## src/rtl/pipeline_sequencer_if.sv

```systemverilog
// Sequencer <-> pipeline bundle: stall/decode inputs in, stage and control strobes out.
interface pipeline_sequencer_if #(
  parameter int unsigned GROUP_W  = 7,
  parameter int unsigned STAGE_W  = 5,
  parameter int unsigned SIGNAL_W = 6
);
  logic                stall;
  logic [GROUP_W-1:0]  opcode_group;
  logic                two_word;
  logic [STAGE_W-1:0]  pipeline_stage;
  logic                fetch_word;
  logic [SIGNAL_W-1:0] signals;
  logic                instr_done;

  // Sequencer side: consumes stall/decode, produces stage and strobes.
  modport master (
    input  stall, opcode_group, two_word,
    output pipeline_stage, fetch_word, signals, instr_done
  );

  // Pipeline side: the mirror view.
  modport slave (
    output stall, opcode_group, two_word,
    input  pipeline_stage, fetch_word, signals, instr_done
  );
endinterface

```

## src/rtl/pipeline_sequencer.sv

```systemverilog
// pipeline_sequencer: steps one instruction through IF->ID->EX->MEM->WB with
// memory wait states, a global stall and two-word fetch; emits stage-qualified strobes.
`ifndef PIPELINE_SEQUENCER_DEFS
`define PIPELINE_SEQUENCER_DEFS
`define GROUP_COUNT          7
`define GROUP_ALU            0
`define GROUP_ALU_TWO_OP     1
`define GROUP_LOAD           2
`define GROUP_LOAD_INDIRECT  3
`define GROUP_STORE          4
`define GROUP_STORE_INDIRECT 5
`define GROUP_REGISTER       6
`define STAGE_COUNT          5
`define STAGE_IF             5'b00001
`define STAGE_ID             5'b00010
`define STAGE_EX             5'b00100
`define STAGE_MEM            5'b01000
`define STAGE_WB             5'b10000
`define SIGNAL_COUNT         6
`define CONTROL_RR_READ      0
`define CONTROL_RD_READ      1
`define CONTROL_RR_WRITE     2
`define CONTROL_RD_WRITE     3
`define CONTROL_MEM_READ     4
`define CONTROL_MEM_WRITE    5
`endif

module pipeline_sequencer #(
  parameter int unsigned MEM_WAIT    = 2,
  parameter bit          TWO_WORD_EN = 1'b1,
  parameter int unsigned WAIT_W      = 2
) (
  input  logic                 clk,
  input  logic                 reset,
  pipeline_sequencer_if.master bus
);

  localparam logic [WAIT_W-1:0] WAIT_LAST = WAIT_W'(MEM_WAIT);

  typedef enum logic [`STAGE_COUNT-1:0] {
    ST_IF  = `STAGE_IF,
    ST_ID  = `STAGE_ID,
    ST_EX  = `STAGE_EX,
    ST_MEM = `STAGE_MEM,
    ST_WB  = `STAGE_WB
  } stage_e;

  stage_e                    stage_q, stage_d;
  logic                      fetch_q, fetch_d;
  logic [WAIT_W-1:0]         wait_q, wait_d;
  logic [`GROUP_COUNT-1:0]   group_q, group_d;
  logic [`SIGNAL_COUNT-1:0]  strobes;
  logic                      done;
  logic                      mem_grp;
  logic [`GROUP_COUNT-1:0]   id_grp;
  logic                      unused_group;

  assign mem_grp = group_q[`GROUP_LOAD] | group_q[`GROUP_STORE];
  assign id_grp  = bus.opcode_group;

  // Latched group bits that no later stage decodes; kept whole for visibility.
  assign unused_group = ^{group_q[`GROUP_ALU_TWO_OP], group_q[`GROUP_LOAD_INDIRECT],
                          group_q[`GROUP_STORE_INDIRECT]};

  // State register: stage, fetch word, wait counter and latched group.
  always_ff @(posedge clk or posedge reset) begin
    if (reset) begin
      stage_q <= ST_IF;
      fetch_q <= 1'b0;
      wait_q  <= '0;
      group_q <= '0;
    end else begin
      stage_q <= stage_d;
      fetch_q <= fetch_d;
      wait_q  <= wait_d;
      group_q <= group_d;
    end
  end

  // Next state and strobes; stall freezes all state, and the commit strobes
  // (RD_WRITE, MEM_WRITE, instr_done) wait for the released cycle so each fires once.
  always_comb begin
    stage_d = stage_q;
    fetch_d = fetch_q;
    wait_d  = wait_q;
    group_d = group_q;
    strobes = '0;
    done    = 1'b0;

    case (stage_q)
      ST_IF: begin
        if (!bus.stall) begin
          if (TWO_WORD_EN && bus.two_word && !fetch_q) begin
            fetch_d = 1'b1;
          end else begin
            stage_d = ST_ID;
            fetch_d = 1'b0;
          end
        end
      end
      ST_ID: begin
        strobes[`CONTROL_RR_READ] = id_grp[`GROUP_ALU_TWO_OP] | id_grp[`GROUP_LOAD_INDIRECT] |
                                    id_grp[`GROUP_REGISTER]   | id_grp[`GROUP_STORE];
        strobes[`CONTROL_RD_READ] = id_grp[`GROUP_ALU] | id_grp[`GROUP_STORE_INDIRECT] |
                                    id_grp[`GROUP_LOAD_INDIRECT];
        if (!bus.stall) begin
          stage_d = ST_EX;
          group_d = bus.opcode_group;
        end
      end
      ST_EX: begin
        if (!bus.stall) begin
          stage_d = ST_MEM;
          wait_d  = '0;
        end
      end
      ST_MEM: begin
        strobes[`CONTROL_MEM_READ]  = group_q[`GROUP_LOAD];
        strobes[`CONTROL_MEM_WRITE] = group_q[`GROUP_STORE] && (wait_q == WAIT_LAST) && !bus.stall;
        if (!bus.stall) begin
          if (mem_grp && (wait_q < WAIT_LAST)) begin
            wait_d = wait_q + WAIT_W'(1);
          end else begin
            stage_d = ST_WB;
          end
        end
      end
      ST_WB: begin
        strobes[`CONTROL_RD_WRITE] = (group_q[`GROUP_ALU] | group_q[`GROUP_REGISTER] |
                                      group_q[`GROUP_LOAD]) & !bus.stall;
        done = !bus.stall;
        if (!bus.stall) begin
          stage_d = ST_IF;
        end
      end
      default: begin
        stage_d = ST_IF;
        fetch_d = 1'b0;
      end
    endcase
  end

  assign bus.pipeline_stage = stage_q;
  assign bus.fetch_word     = fetch_q;
  assign bus.signals        = strobes;
  assign bus.instr_done     = done;

endmodule

```

## src/flat_wrapper.sv

```systemverilog
// flat-port wrapper written by rule: the top's interface ports become plain ports
module pipeline_sequencer_flat 
#(
  parameter int unsigned MEM_WAIT    = 2,
  parameter bit          TWO_WORD_EN = 1'b1,
  parameter int unsigned WAIT_W      = 2
)
  (clk, reset, bus_stall, bus_opcode_group, bus_two_word, bus_pipeline_stage, bus_fetch_word, bus_signals, bus_instr_done);
  pipeline_sequencer_if bus_i ();
  input  logic clk;
  input  logic reset;
  input wire logic [$bits(bus_i.stall)-1:0] bus_stall;
  input wire logic [$bits(bus_i.opcode_group)-1:0] bus_opcode_group;
  input wire logic [$bits(bus_i.two_word)-1:0] bus_two_word;
  output wire logic [$bits(bus_i.pipeline_stage)-1:0] bus_pipeline_stage;
  output wire logic [$bits(bus_i.fetch_word)-1:0] bus_fetch_word;
  output wire logic [$bits(bus_i.signals)-1:0] bus_signals;
  output wire logic [$bits(bus_i.instr_done)-1:0] bus_instr_done;
  assign bus_i.stall = bus_stall;
  assign bus_i.opcode_group = bus_opcode_group;
  assign bus_i.two_word = bus_two_word;
  assign bus_pipeline_stage = bus_i.pipeline_stage;
  assign bus_fetch_word = bus_i.fetch_word;
  assign bus_signals = bus_i.signals;
  assign bus_instr_done = bus_i.instr_done;
  pipeline_sequencer #(.MEM_WAIT(MEM_WAIT), .TWO_WORD_EN(TWO_WORD_EN), .WAIT_W(WAIT_W)) u_core (.clk(clk), .reset(reset), .bus(bus_i));
endmodule
```

## config.mk

```make
export PLATFORM = sky130hd
export DESIGN_NAME = pipeline_sequencer_flat
export DESIGN_NICKNAME = d
export VERILOG_FILES = /design/src/rtl/pipeline_sequencer_if.sv /design/src/rtl/pipeline_sequencer.sv /design/src/flat_wrapper.sv
export SDC_FILE = /design/constraint.sdc
export NUM_CORES = 1
export LEC_CHECK = 0
export ABC_AREA = 1
export CORE_UTILIZATION = 45
export CTS_CLUSTER_DIAMETER = 200
export CTS_CLUSTER_SIZE = 25
export DETAILED_ROUTE_END_ITERATION = 10
export GPL_ROUTABILITY_DRIVEN = 0
export MAX_ROUTING_LAYER = met4
export PLACE_DENSITY = 0.78
export SKIP_LAST_GASP = 1
export SLEW_MARGIN = 20
export SYNTH_ARGS = -nofsm -noshare
export SYNTH_HDL_FRONTEND = slang
export SYNTH_SLANG_ARGS = --single-unit
```

## constraint.sdc

```tcl
create_clock -name clk -period 1.6 [get_ports clk]
set_input_delay 0.32 -clock clk [delete_from_list [all_inputs] [get_ports clk]]
set_output_delay 0.32 -clock clk [all_outputs]
set_load 0.01 [all_outputs]
```

# Word-level counts from Yosys, hierarchy flattened
# Index checks and enable logic that the tools add are counted.
[word_totals]
reg_bits = 15
input_bits = 11
output_inout_bits = 13
wordCells = 62
[classes]
n_addsub = 1
magnitude_cmp = 1
n_eq_ne = 14
mux = 19
bitwise_logic = 11
n_reduce_logical = 12
[op_table]
columns = ["cell", "n"]
rows = [
  ["$mux 5", 7],
  ["$pmux 5 s5", 1],
  ["$ne 2x2->1 const B", 7],
  ["$mux 2", 5],
  ["$or 1x1->1", 8],
  ["$reduce_and 7->1", 1],
  ["$eq 5x1->1 const B", 1],
  ["$eq 5x2->1 const B", 1],
  ["$eq 5x3->1 const B", 1],
  ["$eq 5x4->1 const B", 1],
  ["$eq 5x5->1 const B", 1],
  ["$logic_and 1x1->1", 4],
  ["$mux 1", 4],
  ["$pmux 2 s2", 1],
  ["$reduce_and 2->1", 2],
  ["$reduce_and 4->1", 1],
  ["$reduce_or 4->1", 1],
  ["$add 2x1->2 const B", 1],
  ["$eq 2x2->1 const B", 1],
  ["$logic_not 1->1", 2],
  ["$lt 2x2->1 const B", 1],
  ["$ne 2x1->1 const B", 1],
  ["$not 1->1", 2],
  ["$pmux 1 s2", 1],
  ["2 further kinds", 2],
]

# Logic depth before layout (Yosys ltp)
# Gate-level depths: netlist (run 1).
[logic_depth]
depth_word = 5
mapped_depth = 8
mapped_depth_nobuf = 8

# Worst setup path before layout (run 1)
# No wires, ideal clock.
[synth_timing]
path_type = "reg-to-output"
from = "reg u_core.stage_q[1] (netlist: u_core.bus.pipeline_stage[1])"
to = "out bus_signals[3]"
t_arrival_ps = 1081
required_ps = 1280
setup_slack_ps = 199
stages_incl_launch_ff = 4
n_path_buf = 0
path_cell_list = "dfrtp_1 > nor2_2 > nand3_1 > nor3_1"
[synth_via]
elab_chain_cells = 2
[synth_rtl]
columns = ["item", "line_no", "text"]
rows = [
  ["start, declared", "pipeline_sequencer.sv:48", "stage_e stage_q, stage_d;"],
  ["start signal, assigned", "pipeline_sequencer.sv:73", "stage_q <= stage_d;"],
  ["$eq 5x5->1", "pipeline_sequencer.sv:90", "case (stage_q)"],
  ["$mux 1", "pipeline_sequencer.sv:90", ""],
  ["end, declared", "flat_wrapper.sv:17", "output wire logic [$bits(bus_i.signals)-1:0] bus_signals;"],
]
# Every way passes these cells.

# Final worst setup path (run 1)
[layout_timing]
from = "reg u_core.stage_q[1] (netlist: u_core.bus.pipeline_stage[1])"
to = "out bus_signals[4]"
[layout_via]
elab_chain_cells = 2
[layout_rtl]
columns = ["item", "line_no"]
rows = [
  ["$eq 5x4->1", "pipeline_sequencer.sv:90"],
  ["$mux 2", "pipeline_sequencer.sv:90"],
]
# Every way passes these cells.

==> results of run 1 <==
report_power, final:
group / leakage (nW) / internal (mW) / switching [mW]
Sequential: 0.151 / 0.414 / 0.0753
Combinational: 0.557 / 0.526 / 0.538
Clock: 0.0210 / 0.139 / 0.113
Total: 0.729 / 1.08 / 0.727
critical path, cell delays in order (launching register included):
cell	delay [ns]
dfrtp_1	0.39
buf_6	0.12
nor2_4	0.13
buf_6	0.12
nand3_4	0.09
nor2_1	0.10
buf_2	0.13
cell type report:
| type | instances | area [µm²] | area share |
|---|---|---|---|
| sequential | 12 | 303 | 0.227 |
| inverter | 14 | 52.6 | 0.0395 |
| tap | 16 | 20.0 | 0.0150 |
| multi-input combinational | 71 | 474 | 0.356 |
| timing repair buffer | 53 | 445 | 0.335 |
| clock buffer | 4 | 36.3 | 0.0273 |
worst max-delay path by stage:
stage	endpoint	slack [ns]	from
6_report	bus_signals[4]	-0.08	u_core.bus.pipeline_stage[1]$_DFFE_PP0P_
3_3_place_gp	bus_signals[5]	-0.32	bus_stall
3_5_place_dp	bus_signals[5]	-0.33	bus_stall
2_1_floorplan	bus_signals[3]	0.20	u_core.bus.pipeline_stage[1]$_DFFE_PP0P_
5_1_grt	bus_signals[4]	-0.17	u_core.bus.pipeline_stage[1]$_DFFE_PP0P_
4_1_cts	bus_signals[5]	-0.18	u_core.bus.pipeline_stage[1]$_DFFE_PP0P_
through the flow:
stage	instances	hold slack, ns
2_1_floorplan	99	0.184
3_3_place_gp	158	0.476
3_5_place_dp	158	0.483
4_1_cts	169	0.390
5_1_grt	170	0.423
6_report	170	0.364
registers in the layout, summed over array words and instances, names as in the netlist:
signal                     count
u_core.bus.fetch_word          1
u_core.bus.pipeline_stage      5
u_core.group_q                 4
u_core.wait_q                  2
synth_stat cells:
library cell,number
nand2_1,20
nor2_1,13
dfrtp_1,11
inv_1,11
nand3_1,7
nor2_2,5
nor3_1,5
nand4_1,4
a21oi_1,3
inv_2,3
nor2_4,3
mux2_1,2
buf_2,1
buf_4,1
conb_1,1
dfstp_2,1
ha_1,1
nand3_4,1
nand3b_1,1
nand4_2,1
nand4_4,1
o21ai_0,1
o21ai_2,1
o21bai_1,1
layer usage:
| metal | vias to the layer above | global-route usage | share of wire |
|---|---|---|---|
| li1 | 429 | - | - |
| met1 | 410 | 0.301 | 0.40 |
| met2 | 32 | 0.467 | 0.55 |
| met3 | 5 | 0.0417 | 0.034 |
| met4 | 0 | 0.144 | 0.021 |
| met5 | - | - | 0 |
cell families after synthesis:
group | Yosys count | synth area share
compound gates | 6 | 0.0468
fa+ha+maj | 1 | 0.0162
flops | 12 | 0.389
simple gates | 61 | 0.430
other cells | 1 | 0.00484
mux | 2 | 0.0291
buf+inv | 16 | 0.0840
cells in the final DEF (no fill, tap or decap):
| master | n |
|---|---|
| nand3b_1 | 1 |
| dlygate4sd2_1 | 2 |
| ha_1 | 1 |
| clkdlybuf4s50_1 | 11 |
| mux2_1 | 2 |
| nor3_2 | 1 |
| nand2_1 | 20 |
| nand4_1 | 4 |
| dfrtp_2 | 1 |
| dfstp_2 | 1 |
| nand4_4 | 1 |
| clkbuf_4 | 3 |
| a21oi_2 | 1 |
| inv_2 | 3 |
| nor2_1 | 10 |
| clkbuf_8 | 1 |
| nor2_4 | 7 |
| dlymetal6s2s_1 | 3 |
| nand3_1 | 4 |
| inv_1 | 11 |
| nand3_2 | 1 |
| dfrtp_1 | 10 |
| buf_2 | 5 |
| nor3_1 | 4 |
| nor2_2 | 4 |
| o21bai_1 | 1 |
| conb_1 | 1 |
| nand3_4 | 3 |
| buf_4 | 28 |
| o21ai_2 | 1 |
| buf_6 | 4 |
| a21oi_1 | 2 |
| nand4_2 | 1 |
| o21ai_0 | 1 |
repair_timing:
item	CTS	global route
endpoints found under the hold margin	0	0
gates resized for setup	33	15
hold buffers	0	0
buffers inserted	7	1
pin swaps	6	9
setup endpoints to repair	8	13
==> results.sh, run 1 <==
export IMPL_status="complete, but fails checks"
export IMPL_violations="design-rule violations, negative setup slack"
export IMPL_clk_pin_slew_worst_paths_ns=0.08
export IMPL_fin_ws_ns=-0.0787
export IMPL_rows=14
export IMPL_grt_pass1_wl_mm=3.54
export IMPL_cts_sinks=12
export IMPL_min_period_over_period=1.05
export IMPL_finalSetupTns_ns=-0.300
export IMPL_dpl_hpwl_mm=1.51
export IMPL_cts_root_buf="clkbuf_4"
export IMPL_netlist_area_um2=774
export IMPL_max_freq_mhz=596
export IMPL_drtIter0Drc=17
export IMPL_pwr_density_cell_nw_per_um2=1360
export IMPL_rrSetupSlack_ns=0.09
export IMPL_wl_per_cell_um=12.8
export IMPL_fp_dieArea_um2=1890
export IMPL_worstPathRequired_ns=1.28
export IMPL_worst_ir_drop_vdd_v=0.00106
export IMPL_timing_final_hold_violations=0
export IMPL_avgSynthCellArea_um2=7.82
export IMPL_reg2regPathDepth=9
export IMPL_fillers=96
export IMPL_finalCriticalPeriod_ns=1.68
export IMPL_cts_tree="built"
export IMPL_post_place_ws_ns=-0.325
export IMPL_cts_buffer_depth=2
export IMPL_yosysSeqAreaShare=0.389
export IMPL_grt_overflow_total=0
export IMPL_htree_num_levels=1
export IMPL_fin_nets=167
export IMPL_grt_max_degree=13
export IMPL_setup_viol=6
export IMPL_synth_top_cell_area_share=0.355
export IMPL_yosysTopAreaCell="dfrtp_1"
export IMPL_syn_to_final_growth_pct=71.9
export IMPL_port_buffers=22
export IMPL_yosys_top_cells_area="dfrtp_1, nand2_1, nor2_1"
export IMPL_r2r_start="u_core.bus.pipeline_stage[0]$_DFFE_PP1P_"
export IMPL_grt_usage=0.271
export IMPL_vias=876
export IMPL_ys_types=24
export IMPL_antenna_cells=0
export IMPL_drive_gt1_frac=0.429
export IMPL_antenna_found_initial=0
export IMPL_fp_coreArea_um2=1560
export IMPL_ys_ff_latch=12
export IMPL_drc_errors=2
export IMPL_drt_wl_total_mm=2.17
export IMPL_arrival_ns=1.36
export IMPL_design_area_um2=1330
export IMPL_cp_start_kind="flip-flop"
export IMPL_viasPerCell=5.15
export IMPL_r2r_end="u_core.bus.pipeline_stage[3]$_DFFE_PP0P_"
export IMPL_rsz0062_at_grt="yes"
export IMPL_yosysWarningCount=0
export IMPL_worst_setup_path_end_kind="output port"
export IMPL_grt_pass1_vias=871
export IMPL_power_mw=1.81
export IMPL_synth_nets=111
export IMPL_finClkSkew_ns=0.00678
export IMPL_final_util=0.854
export IMPL_firstDrtPassIters=7
export IMPL_power_leakage_nw=0.729
export IMPL_cts_buffers_inserted=3
export IMPL_hp_class="in2async"
export IMPL_cap_viol_max_count=0
export IMPL_critPathMaxFanout=4
export IMPL_fp_dieH_um=43.5
export IMPL_die_x_um=43.5
export IMPL_io_pins=24
export IMPL_path_class="reg2out"
export IMPL_antenna_left=0
export IMPL_clk_latency_ns=0.28
export IMPL_drv_slew=0
export IMPL_dpl_instance_area_um2=1170
export IMPL_start_util=0.497
export IMPL_synth_cells=99
Note: power is estimated with default switching activity, not from simulation.
==> run 2, diff against run 1 <==
==> constraint.sdc (replaced) <==
create_clock -name clk -period 1.8 [get_ports clk]
set_input_delay 0.36 -clock clk [delete_from_list [all_inputs] [get_ports clk]]
set_output_delay 0.36 -clock clk [all_outputs]
set_load 0.01 [all_outputs]
==> run 2 against run 1 <==
  * Clock skew down 0.0059 ns
  * Wire length down 10%
  * Critical path type unchanged
  * Core utilization down 7.1 points
  * Die area unchanged
  * Combinational power down 18%
  * Sequential cell count unchanged
  * The run ends with design-rule violations left
  * Worst setup slack better by 0.12 ns
  * Highest routed layer unchanged
==> results.sh, run 2 (synthesis results as in run 1) <==
export IMPL_r2r_end="u_core.wait_q[0]$_DFFE_PP0P_"
export IMPL_violations="design-rule violations"
export IMPL_cts_tree="built"
export IMPL_fin_nets=156
export IMPL_drv_slew=0
export IMPL_setup_viol=0
export IMPL_timing_final_hold_violations=0
export IMPL_largest_reg_flops=5
export IMPL_drt_wl_total_mm=1.95
export IMPL_grt_max_degree=13
export IMPL_min_period_over_period=0.979
export IMPL_antenna_cells=0
export IMPL_wl_per_cell_um=12.2
export IMPL_start_util=0.497
export IMPL_firstDrtPassIters=7
export IMPL_antenna_found_initial=0
export IMPL_io_pins=24
export IMPL_path_class="reg2out"
export IMPL_status="complete, but fails checks"
export IMPL_finalCriticalPeriod_ns=1.76
export IMPL_most_common_layout_cells="nand2_1, buf_4, clkdlybuf4s50_1"
export IMPL_worst_setup_path_end_kind="output port"
export IMPL_dpl_hpwl_mm=1.50
export IMPL_cts_buffers_inserted=3
export IMPL_fp_coreArea_um2=1560
export IMPL_rrSetupSlack_ns=0.25
export IMPL_clk_pin_slew_worst_paths_ns=0.08
export IMPL_vias=819
export IMPL_antenna_left=0
export IMPL_grt_pass1_wl_mm=3.10
export IMPL_cts_hold_buf=0
export IMPL_grt_usage=0.230
export IMPL_syn_to_final_growth_pct=57.5
export IMPL_finClkSkew_ns=0.000855
export IMPL_worst_ir_drop_vdd_v=0.000883
export IMPL_die_x_um=43.5
export IMPL_clk_latency_ns=0.27
export IMPL_arrival_ns=1.40
export IMPL_drive_gt1_frac=0.357
export IMPL_critPathLaunch="u_core.bus.pipeline_stage[1]$_DFFE_PP0P_"
export IMPL_viasPerCell=5.15
export IMPL_power_leakage_nw=0.644
export IMPL_drtIter0Drc=22
export IMPL_grt_pass1_vias=732
export IMPL_cts_root_buf="clkbuf_4"
export IMPL_rows=14
export IMPL_fp_dieH_um=43.5
export IMPL_dpl_instance_area_um2=1130
export IMPL_cap_viol_max_count=0
export IMPL_rsz0062_at_grt="yes"
export IMPL_cts_buffer_depth=2
export IMPL_cp_start_kind="flip-flop"
export IMPL_cts_sinks=12
export IMPL_pwr_density_cell_nw_per_um2=1260
export IMPL_drc_errors=2
export IMPL_fin_ws_ns=0.0369
export IMPL_post_place_ws_ns=-0.203
export IMPL_worstPathRequired_ns=1.44
export IMPL_htree_num_levels=1
export IMPL_fillers=116
export IMPL_r2r_start="u_core.bus.pipeline_stage[0]$_DFFE_PP1P_"
export IMPL_critPathMaxFanout=4
export IMPL_grt_overflow_total=0
export IMPL_hp_class="in2async"
export IMPL_port_buffers=22
export IMPL_fp_dieArea_um2=1890
export IMPL_max_freq_mhz=567
export IMPL_reg2regPathDepth=9
export IMPL_design_area_um2=1220
export IMPL_final_common_cell="nand2_1"
## run 2: changes by cell type in the layout (fill, tap and decap cells not counted), moves of 2 or more
| cell | change |
|---|---|
| nor2_2 | +2 |
| buf_6 | -3 |
| buf_4 | -10 |
| nor2_4 | -2 |
| clkdlybuf4s50_1 | +3 |
| dlymetal6s2s_1 | -2 |
## run 2: report_power, final
part           switching (mW)  internal (mW)  total (mW)
clock network          0.0926          0.123       0.216
logic                   0.441          0.433       0.874
registers              0.0743          0.368       0.442
total                   0.607          0.924        1.53
## run 2: layout make-up
class	instances	area, µm²	share of cell area
tap	16	20.0	0.0164
inverter	14	52.6	0.0431
clock buffer	4	36.3	0.0297
multi-input combinational	71	448	0.367
sequential	12	302	0.247
timing repair buffer	42	362	0.296
## run 2: through the flow
stage	TNS, ns	hold slack, ns	cells	util	total power, mW
2_1_floorplan	0	0.224	99	-	0.856
5_1_grt	-0.0981	0.467	159	0.783	1.64
4_1_cts	-0.0273	0.427	156	0.760	1.49
3_5_place_dp	-0.725	0.501	151	0.728	1.26
3_3_place_gp	-0.662	0.475	151	0.728	1.22
6_report	0	0.414	159	0.783	1.53
## run 2: critical path, stage by stage (launching register included)
cell     delay [ns]
dfrtp_1        0.39
buf_6          0.12
nor2_4         0.16
buf_12         0.13
nand3_4        0.10
nor2_2         0.11
buf_2          0.13
## run 2: worst max-delay path by stage
stage / endpoint / cells past startpoint
after floorplan: bus_signals[3] / 3
after global placement: bus_signals[5] / 5
after detailed placement: bus_signals[5] / 5
after CTS: bus_signals[4] / 6
after global routing: bus_signals[5] / 6
final: bus_signals[5] / 6
## run 2: what timing repair did
item / in CTS / in global routing
gates cloned: 0 / 0
pin swaps: 1 / 4
setup buffers: 1 / 3
gates resized for setup: 21 / 11
endpoints found under the setup margin: 7 / 7
## run 2: per-layer routing
metal | up-vias | GRT usage | wire length (µm)
met5 | - | - | 0
met4 | 0 | 0.0750 | 21
met3 | 4 | 0.0375 | 86
met2 | 30 | 0.391 | 1040
met1 | 380 | 0.278 | 802
li1 | 405 | - | -
==> run 3, diff against run 2 <==
--- a/config.mk
+++ b/config.mk
@@ -12,7 +12,7 @@
 export DETAILED_ROUTE_END_ITERATION = 10
 export GPL_ROUTABILITY_DRIVEN = 0
 export MAX_ROUTING_LAYER = met4
-export PLACE_DENSITY = 0.78
+export PLACE_DENSITY = 0.75
 export SKIP_LAST_GASP = 1
 export SLEW_MARGIN = 20
 export SYNTH_ARGS = -nofsm -noshare
==> run 3 against run 2 <==
  * The flow still finishes with violations (design-rule violations)
  * Sequential power is essentially flat
  * Hold slack lost 0.035 ns
  * Critical path type unchanged
  * Via count shrank 0.24%
  * Largest cell class unchanged
==> results.sh, run 3 (synthesis results as in run 1) <==
export IMPL_share_seq_of_total_power=0.312
export IMPL_grt_use_met2=0.442
export IMPL_clk_pin_slew_worst_paths_ns=0.08
export IMPL_critPathCapture="bus_signals[5]"
export IMPL_fp_coreArea_um2=1560
export IMPL_comb_power_share=0.529
export IMPL_fillers=125
export IMPL_drt_wl_total_mm=1.98
export IMPL_design_area_um2=1170
export IMPL_io_pins=24
export IMPL_antenna_left=0
export IMPL_fp_dieArea_um2=1890
export IMPL_cts_tree="built"
export IMPL_finClkSkew_ns=0.00496
export IMPL_fin_ws_ns=0.0182
export IMPL_cp_start_kind="flip-flop"
export IMPL_viasPerCell=5.20
export IMPL_dpl_hpwl_mm=1.44
export IMPL_worst_ir_drop_vdd_v=0.000955
export IMPL_grt_max_degree=13
export IMPL_die_x_um=43.5
export IMPL_grt_usage=0.239
export IMPL_fin_nets=154
export IMPL_r2r_start="u_core.bus.pipeline_stage[0]$_DFFE_PP1P_"
export IMPL_final_common_cell="nand2_1"
export IMPL_status="complete, but fails checks"
export IMPL_path_class="reg2out"
export IMPL_setup_viol=0
export IMPL_final_cells=157
export IMPL_r2r_end="u_core.bus.pipeline_stage[3]$_DFFE_PP0P_"
export IMPL_power_mw=1.42
export IMPL_antenna_cells=0
export IMPL_use_met3=0.0250
export IMPL_critPathLaunch="u_core.bus.pipeline_stage[2]$_DFFE_PP0P_"
export IMPL_use_met1=0.252
export IMPL_hp_class="in2async"
export IMPL_min_period_over_period=0.990
export IMPL_start_util=0.497
export IMPL_rows=14
export IMPL_cts_root_buf="clkbuf_4"
export IMPL_worst_setup_path_end_kind="output port"
export IMPL_dpl_instance_area_um2=1090
export IMPL_drv_slew=0
export IMPL_rrSetupSlack_ns=0.22
export IMPL_cts_hold_buf=0
export IMPL_regArea_um2=302
export IMPL_fp_dieH_um=43.5
export IMPL_finalCriticalPeriod_ns=1.78
export IMPL_cts_buffer_depth=2
export IMPL_busiest_layer="met2"
export IMPL_drc_errors=2
export IMPL_critPathMaxFanout=4
export IMPL_sw_frac_of_total=0.405
export IMPL_place_inst=147
export IMPL_post_place_ws_ns=-0.194
export IMPL_port_buffers=22
export IMPL_grt_pass1_wl_mm=3.16
export IMPL_clk_latency_ns=0.29
export IMPL_vias=817
export IMPL_cts_sinks=12
export IMPL_drive_gt1_frac=0.340
export IMPL_firstDrtPassIters=7
export IMPL_antenna_found_initial=0
export IMPL_most_common_layout_cells="nand2_1, buf_4, clkdlybuf4s50_1"
export IMPL_clock_power_share=0.159
export IMPL_syn_to_final_growth_pct=50.9
export IMPL_power_leakage_nw=0.625
export IMPL_rsz0062_at_grt="yes"
export IMPL_p_int_mw=0.845
export IMPL_grt_pass1_vias=784
export IMPL_reg2regPathDepth=9
export IMPL_timing_final_hold_violations=0
export IMPL_worstPathRequired_ns=1.44
export IMPL_grt_overflow_total=0
export IMPL_cap_viol_max_count=0
export IMPL_cts_buffers_inserted=3
export IMPL_wl_per_cell_um=12.6
export IMPL_htree_num_levels=1
export IMPL_finalSetupTns_ns=0
export IMPL_drtIter0Drc=14
export IMPL_pwr_density_cell_nw_per_um2=1210
export IMPL_switching_power_mw=0.574
export IMPL_arrival_ns=1.42
export IMPL_violations="design-rule violations"
export IMPL_multiInputGateArea_um2=427
export IMPL_max_freq_mhz=561
export IMPL_largest_reg_flops=5
[run 3: how the worst min path moves through the flow]
stage               depth (start not counted)  slack (ns)                          start                                 to
global route                                2        0.41                          reset  u_core.bus.fetch_word$_DFFE_PP0P_
floorplan                                   1        0.22                          reset  u_core.bus.fetch_word$_DFFE_PP0P_
finish                                      2        0.38                          reset      u_core.group_q[0]$_DFFE_PP0P_
detailed placement                          1        0.49  u_core.group_q[6]$_DFFE_PP0P_      u_core.group_q[6]$_DFFE_PP0P_
global placement                            1        0.48  u_core.group_q[6]$_DFFE_PP0P_      u_core.group_q[6]$_DFFE_PP0P_
CTS                                         2        0.41                          reset      u_core.group_q[0]$_DFFE_PP0P_
[run 3: routing by layer]
layer / up-vias / part of all wire
li1: 402 / -
met1: 380 / 0.41
met2: 30 / 0.54
met3: 5 / 0.041
met4: 0 / 0.016
met5: - / 0
[run 3: power by group through the flow]
stage                     registers (mW)  clock network (mW)  logic (mW)
after floorplan                    0.462                   0       0.394
after global placement             0.446                   0       0.701
after detailed placement           0.449                   0       0.715
after CTS                          0.440               0.223       0.748
after global routing               0.453               0.239       0.825
final                              0.443               0.226       0.750
[run 3: what timing repair did]
item	in CTS	in global routing
setup buffers	5	1
pin swaps	2	1
gates resized for setup	12	12
endpoints found under the hold margin	0	0
setup endpoints to repair	6	6
[run 3: critical path, stage by stage, from the launching register on]
cell and delay [ns]:
dfrtp_1 0.41, buf_4 0.15, buf_4 0.13, nor2_4 0.10, nand3_4 0.10, nor2_2 0.11
buf_2 0.13
[run 3: per-stage QoR]
step            util  hold slack [ns]
2_1_floorplan      -            0.224
3_3_place_gp   0.701            0.477
3_5_place_dp   0.701            0.487
4_1_cts        0.749            0.412
5_1_grt        0.750            0.409
6_report       0.750            0.379
[run 3: final cells by class]
type | instances | area share
Tap cell | 16 | 0.0171
Sequential cell | 12 | 0.258
Inverter | 14 | 0.0450
Timing Repair Buffer | 40 | 0.284
Clock buffer | 4 | 0.0310
Multi-Input combinational cell | 71 | 0.365
